[src/rtl/ifconv_sched.sv]
// Round-robin front end that shares one two-stage ifconv converter among NREQ issue ports.
// It carries tag/port/error alongside the converter pipeline and freezes both on downstream backpressure.
module ifconv_sched #(
  parameter int NREQ  = 2,
  parameter int TAG_W = 9
) (
  input  logic                    clk,
  input  logic                    rst,
  input  logic [NREQ-1:0]         req_vld,
  input  logic [65*NREQ-1:0]      req_A,
  input  logic [NREQ-1:0]         req_isS,
  input  logic [2*NREQ-1:0]       req_typ,
  input  logic [TAG_W*NREQ-1:0]   req_tag,
  output logic [NREQ-1:0]         req_gnt,
  input  logic                    flush,
  output logic [64:0]             cv_A,
  output logic                    cv_isS,
  output logic                    cv_toSNG,
  output logic                    cv_toDBL,
  output logic                    cv_toEXT,
  output logic                    cv_en,
  output logic                    cv_clkEn,
  input  logic [81:0]             cv_res,
  input  logic [1:0]              cv_rtyp,
  output logic                    out_vld,
  input  logic                    out_rdy,
  output logic [81:0]             out_res,
  output logic [1:0]              out_rtyp,
  output logic [TAG_W-1:0]        out_tag,
  output logic [1:0]              out_port,
  output logic                    out_err,
  output logic [15:0]             stall_cnt
);

  function automatic logic [15:0] sat_inc16(input logic [15:0] v);
    return (v == 16'hFFFF) ? v : v + 16'd1;
  endfunction

  logic [1:0]       rr_ptr;
  logic [1:0]       sel;
  logic [1:0]       nxt_ptr;
  logic             found;
  logic             issue;
  int               idx;
  logic [3:0]       vld4;
  logic [3:0]       gnt4;
  logic [1:0]       typ_g;
  logic [64:0]      a_arr   [4];
  logic             iss_arr [4];
  logic [1:0]       typ_arr [4];
  logic [TAG_W-1:0] tag_arr [4];

  logic             vld_p1, vld_p2;
  logic             err_p1, err_p2;
  logic [TAG_W-1:0] tag_p1, tag_p2;
  logic [1:0]       port_p1, port_p2;

  // Stage 0: unpack ports, round-robin search from rr_ptr, drive the converter
  always_comb begin
    for (int i = 0; i < 4; i++) begin
      a_arr[i]   = '0;
      iss_arr[i] = 1'b0;
      typ_arr[i] = '0;
      tag_arr[i] = '0;
    end
    for (int i = 0; i < NREQ; i++) begin
      a_arr[i]   = req_A[65*i +: 65];
      iss_arr[i] = req_isS[i];
      typ_arr[i] = req_typ[2*i +: 2];
      tag_arr[i] = req_tag[TAG_W*i +: TAG_W];
    end
  end

  assign vld4 = 4'(req_vld);

  always_comb begin
    sel   = '0;
    found = 1'b0;
    idx   = 0;
    for (int j = 0; j < NREQ; j++) begin
      idx = int'(rr_ptr) + j;
      if (idx >= NREQ) idx = idx - NREQ;
      if (!found && vld4[idx[1:0]]) begin
        found = 1'b1;
        sel   = idx[1:0];
      end
    end
  end

  assign cv_clkEn = !(vld_p2 && !out_rdy);
  assign issue    = cv_clkEn && !flush && !rst && (|req_vld);
  assign typ_g    = typ_arr[sel];
  assign gnt4     = issue ? (4'b0001 << sel) : 4'b0000;
  assign req_gnt  = gnt4[NREQ-1:0];
  assign nxt_ptr  = (sel == 2'(NREQ-1)) ? 2'd0 : sel + 2'd1;

  assign cv_A     = issue ? a_arr[sel] : '0;
  assign cv_isS   = issue && iss_arr[sel];
  assign cv_toSNG = issue && (typ_g == 2'b01);
  assign cv_toDBL = issue && (typ_g == 2'b10);
  assign cv_toEXT = issue && (typ_g == 2'b11);
  assign cv_en    = issue && (typ_g != 2'b00);

  // Stage 1/2 control: valids, error flags, pointer and stall counter
  always_ff @(posedge clk) begin
    if (rst) begin
      vld_p1    <= 1'b0;
      vld_p2    <= 1'b0;
      err_p1    <= 1'b0;
      err_p2    <= 1'b0;
      rr_ptr    <= '0;
      stall_cnt <= '0;
    end else begin
      if (cv_clkEn) begin
        vld_p1 <= issue;
        err_p1 <= issue && (typ_g == 2'b00);
        vld_p2 <= vld_p1;
        err_p2 <= err_p1;
      end
      // flush kills both stages even while the converter is frozen
      if (flush) begin
        vld_p1 <= 1'b0;
        vld_p2 <= 1'b0;
      end
      if (issue) rr_ptr <= nxt_ptr;
      if (vld_p2 && !out_rdy) stall_cnt <= sat_inc16(stall_cnt);
    end
  end

  // Stage 1/2 data: tag and port ride alongside the converter, qualified by the valids
  always_ff @(posedge clk) begin
    if (cv_clkEn) begin
      tag_p1  <= tag_arr[sel];
      port_p1 <= sel;
      tag_p2  <= tag_p1;
      port_p2 <= port_p1;
    end
  end

  // Output: result comes straight from the converter's second stage
  assign out_vld  = vld_p2;
  assign out_tag  = tag_p2;
  assign out_port = port_p2;
  assign out_err  = err_p2;
  assign out_res  = err_p2 ? '0 : cv_res;
  assign out_rtyp = err_p2 ? 2'b00 : cv_rtyp;

endmodule

[config.mk]
export PLATFORM = sky130hd
export DESIGN_NAME = ifconv_sched
export DESIGN_NICKNAME = d
export VERILOG_FILES = /design/src/rtl/ifconv_sched.sv
export SDC_FILE = /design/constraint.sdc
export NUM_CORES = 1
export LEC_CHECK = 0
export ABC_AREA = 1
export BUFFER_PORTS_ARGS = -buffer_cell sky130_fd_sc_hd__buf_2
export CORE_AREA = 2 2 167 169
export DETAILED_ROUTE_END_ITERATION = 6
export DIE_AREA = 0 0 169 171
export PLACE_DENSITY_LB_ADDON = 0.25
export SYNTH_ARGS = -nofsm -noshare
export SYNTH_HDL_FRONTEND = slang
export SYNTH_SLANG_ARGS = --single-unit
[constraint.sdc]
create_clock -name clk -period 2.6 [get_ports clk]
set_clock_uncertainty 0.1 [all_clocks]
set_input_delay 0.39 -clock clk [delete_from_list [all_inputs] [get_ports clk]]
set_output_delay 0.39 -clock clk [all_outputs]
set_load 0.02 [all_outputs]
==> metrics.json <==
{
  "power_frac_seq": {"value": 35.4, "unit": "%"},
  "power_density": {"value": 348, "unit": "nW/um^2"},
  "core-area": {"value": 27300, "unit": "sq um"},
  "number_of_nets_in_the_synthesized_netlist": {"value": 868},
  "timing.critical_path.fanout_max": {"value": 40},
  "clock_path_buffers": {"value": 2},
  "holdBufCountCts": {"value": 0},
  "outcome": {"value": "finished, final reports clean"},
  "worstSetupPathType": {"value": "in -> out"},
  "critical_path.n_buffers_inverters": {"value": 5},
  "arrival": {"value": 1880, "unit": "ps"},
  "clock_latency_reported_for_the_late_side_of_the_worst_skew_pair": {"value": 290, "unit": "ps"},
  "pin_count_of_the_biggest_net_entering_global_routing": {"value": 71},
  "crit_path_cell_trace": {"value": "buf_2 > or2_1 > nor3_4 > inv_2 > nor2_4 > buf_12 > buf_4 > nand2_1 > nand2_1 > buf_2"},
  "timing.critical_path.from_type": {"value": "primary input"},
  "pin_count": {"value": 430},
  "unrepaired_setup_endpoints_after_global_routing": {"value": "false"},
  "drtPass1Iterations": {"value": 4},
  "initial_core_util": {"value": 12.6, "unit": "%"},
  "drt-total-wl": {"value": 20200, "unit": "um"},
  "row_count": {"value": 61},
  "r2r_slack": {"value": 750, "unit": "ps"},
  "max_cap_viol_count": {"value": 0},
  "min_path_type": {"value": "in -> reg"},
  "cts.repair.resized": {"value": 0},
  "yosys_warnings": {"value": 0},
  "synth.ff_latch_count": {"value": 43},
  "p_total": {"value": 2.16, "unit": "mW"},
  "worstSetupPathDepth": {"value": 10},
  "endpoint_kind": {"value": "output port"},
  "reg2reg_depth": {"value": 7},
  "cts.sink_count": {"value": 43},
  "n_fill_cell": {"value": 3206},
  "finalWeightedCongestion": {"value": 0.801},
  "cts_post_setup_buffers_inserted": {"value": 0},
  "layout_worst_path_cycle_share": {"value": 91.2, "unit": "%"},
  "drt-vias-per-instance": {"value": 3.78},
  "grt_antenna_before_repair": {"value": 2},
  "design.die.area": {"value": 28900, "unit": "sq um"},
  "achievable-frequency": {"value": 422, "unit": "MHz"},
  "hpwl_after_detailed_placement": {"value": 17300, "unit": "um"},
  "final_net_count": {"value": 1295},
  "switchingPower": {"value": 752, "unit": "uW"},
  "most_common_cell_after_layout_fill_and_taps_aside": {"value": "sky130_fd_sc_hd__buf_2"},
  "p_sw_share": {"value": 34.9, "unit": "%"},
  "layout_cells_sized_above_1": {"value": 44.0, "unit": "%"},
  "cts_tree": {"value": "done"},
  "cts_max_level": {"value": 2},
  "critPathLaunch": {"value": "rst"},
  "dpl_worst_slack": {"value": 201, "unit": "ps"},
  "r2r_end": {"value": "stall_cnt[4]"},
  "cp.required": {"value": 2110, "unit": "ps"},
  "vias": {"value": 5278},
  "max_slew.worst_pin.slew": {"value": 503, "unit": "ps"},
  "timing.critical_path.to": {"value": "cv_A[51]"},
  "max_slew_margin": {"value": 66.5, "unit": "%"},
  "cellLeakagePower": {"value": 3.94, "unit": "nW"},
  "placed_cells": {"value": 1389},
  "fp.dieW": {"value": 169, "unit": "um"},
  "numCtsBuffers": {"value": 5},
  "finalCriticalPeriod": {"value": 2370, "unit": "ps"},
  "critical_path.top_delay_family": {"value": "buffers and inverters"},
  "report.final.slew_viol_count": {"value": 0},
  "slowest_delay": {"value": 260, "unit": "ps"},
  "setup-violations-final": {"value": 0},
  "power_frac_clock": {"value": 29.5, "unit": "%"},
  "peakVddDrop": {"value": 0.215, "unit": "mV"},
  "most-common-layout-cells": {"value": "429 x sky130_fd_sc_hd__buf_2, 282 x sky130_fd_sc_hd__nand2_1, 112 x sky130_fd_sc_hd__nor2_1, 102 x sky130_fd_sc_hd__inv_1, 22 x sky130_fd_sc_hd__edfxtp_1"},
  "clkSlewWorstSetupHoldPaths": {"value": 70, "unit": "ps"},
  "route.antenna.remaining_nets": {"value": 0},
  "fin_setup_tns": {"value": 0, "unit": "ps"},
  "clock-root-buffer": {"value": "sky130_fd_sc_hd__clkbuf_16"},
  "groute.usage.overall": {"value": 12.9, "unit": "%"},
  "syn-mean-instance-area": {"value": 5.53, "unit": "sq um"},
  "postSynthCellCount": {"value": 623},
  "multi_input_comb_area": {"value": 1820, "unit": "sq um"},
  "routedWlPerCell": {"value": 14.4, "unit": "um"},
  "setup_slack": {"value": 229, "unit": "ps"},
  "mappedNetlistArea": {"value": 3450, "unit": "sq um"},
  "crit-reg2reg-launch": {"value": "stall_cnt[0]"},
  "die_height": {"value": 171, "unit": "um"},
  "synth_cell_type_count": {"value": 28},
  "seq_area": {"value": 1080, "unit": "sq um"},
  "cpMaxStageDelayCell": {"value": "sky130_fd_sc_hd__or2_1"},
  "finalNonFillerCells": {"value": 1398},
  "numPortBuffers": {"value": 429},
  "timing.final.hold_violations": {"value": 0},
  "power_report.internal_total": {"value": 1.40, "unit": "mW"},
  "synth.yosys.seq_area_share": {"value": 31.4, "unit": "%"},
  "grt_pass1_vias": {"value": 5021},
  "comb_power_share": {"value": 35.1, "unit": "%"},
  "grt_overflow": {"value": 0},
  "detail_route.iter0.violations": {"value": 166},
  "area.growth.synth_to_final": {"value": 79.7, "unit": "%"},
  "drc": {"value": 0},
  "first_pass_grt_wire_length": {"value": 28200, "unit": "um"}
}
[sequential cells by signal (all words and copies together) (netlist names), 2 cells and up]
register,flops
tag_p1,9
out_port,2
port_p1,2
out_tag,9
stall_cnt,16
[power groups by stage]
stage,Combinational [mW],Sequential [mW],Clock (mW)
final,0.756,0.764,0.636
after global routing,0.828,0.768,0.687
after CTS,0.772,0.765,0.668
after detailed placement,0.767,0.780,0
after global placement,0.767,0.777,0
after floorplan,0.340,0.801,0
[how the worst min path moves through the flow]
stage | start | to | depth (start not counted)
CTS | req_tag[9] | tag_p1[0] | 3
detailed placement | tag_p1[3] | out_tag[3] | 0
global route | req_tag[16] | tag_p1[7] | 3
global placement | tag_p1[1] | out_tag[1] | 0
finish | req_tag[16] | tag_p1[7] | 3
floorplan | port_p1[0] | out_port[0] | 0
[worst register-to-register path: cells and delay by family, from the launching register on]
kind | cells | cell delay, ps
flops | 1 | 410
fa+ha+maj | 1 | 240
simple gates | 4 | 420
compound gates | 2 | 610
[metal layers]
metal / wire (um) / up-vias / GRT usage, %
met4: 380 / 0 / 3.60
met1: 7370 / 2323 / 13.1
met2: 11100 / 273 / 26.9
li1: - / 2666 / -
met5: 0 / - / 0
met3: 1300 / 16 / 1.78
[layout make-up]
type / count / share of cell area (%)
diodes: 1 / 0.0404
clock buffers: 5 / 2.02
clock inverters: 3 / 0.323
inverters: 106 / 6.43
multi-input cells: 448 / 29.4
flip-flops and latches: 43 / 17.5
well taps: 346 / 6.99
repair buffers: 446 / 37.3
[Yosys cell counts]
cell type	count	share of area [%]
sky130_fd_sc_hd__conb_1	1	0.11
sky130_fd_sc_hd__o21ai_0	5	0.73
sky130_fd_sc_hd__o31ai_1	1	0.22
sky130_fd_sc_hd__ha_1	1	0.36
sky130_fd_sc_hd__nand4_1	6	1.1
sky130_fd_sc_hd__inv_2	2	0.22
sky130_fd_sc_hd__buf_2	8	1.2
sky130_fd_sc_hd__clkinv_1	2	0.22
sky130_fd_sc_hd__nor2_1	112	12
sky130_fd_sc_hd__nand3_1	10	1.5
sky130_fd_sc_hd__clkbuf_1	6	0.65
sky130_fd_sc_hd__xor2_1	4	1.0
sky130_fd_sc_hd__nor2_4	2	0.65
sky130_fd_sc_hd__nor3_4	1	0.47
sky130_fd_sc_hd__nor3_1	2	0.29
sky130_fd_sc_hd__inv_1	102	11
sky130_fd_sc_hd__buf_4	5	1.1
sky130_fd_sc_hd__o21ai_1	1	0.15
sky130_fd_sc_hd__dfxtp_1	21	12
sky130_fd_sc_hd__xnor2_1	2	0.51
sky130_fd_sc_hd__o21ai_2	1	0.25
sky130_fd_sc_hd__nand2_1	282	31
sky130_fd_sc_hd__or2_1	1	0.18
sky130_fd_sc_hd__a21oi_1	15	2.2
sky130_fd_sc_hd__edfxtp_1	22	19
sky130_fd_sc_hd__buf_1	4	0.44
sky130_fd_sc_hd__nor2_2	1	0.18
sky130_fd_sc_hd__buf_6	3	0.98
[kinds of logic after synthesis]
logic type | share of synthesized area, %
xor+xnor | 1.53
simple gates | 47.2
fa+ha+maj | 0.363
flops | 31.4
buf+inv | 15.9
other cells | 0.109
compound gates | 3.52
[per-stage QoR]
step	hold slack, ps	area [sq um]	util (%)
3_3_place_gp	301	6040	22.1
2_1_floorplan	300	3450	-
5_1_grt	266	6190	22.6
3_5_place_dp	305	6040	22.1
6_report	263	6190	22.7
4_1_cts	254	6190	22.6
Note: power is estimated with default switching activity, not from simulation.
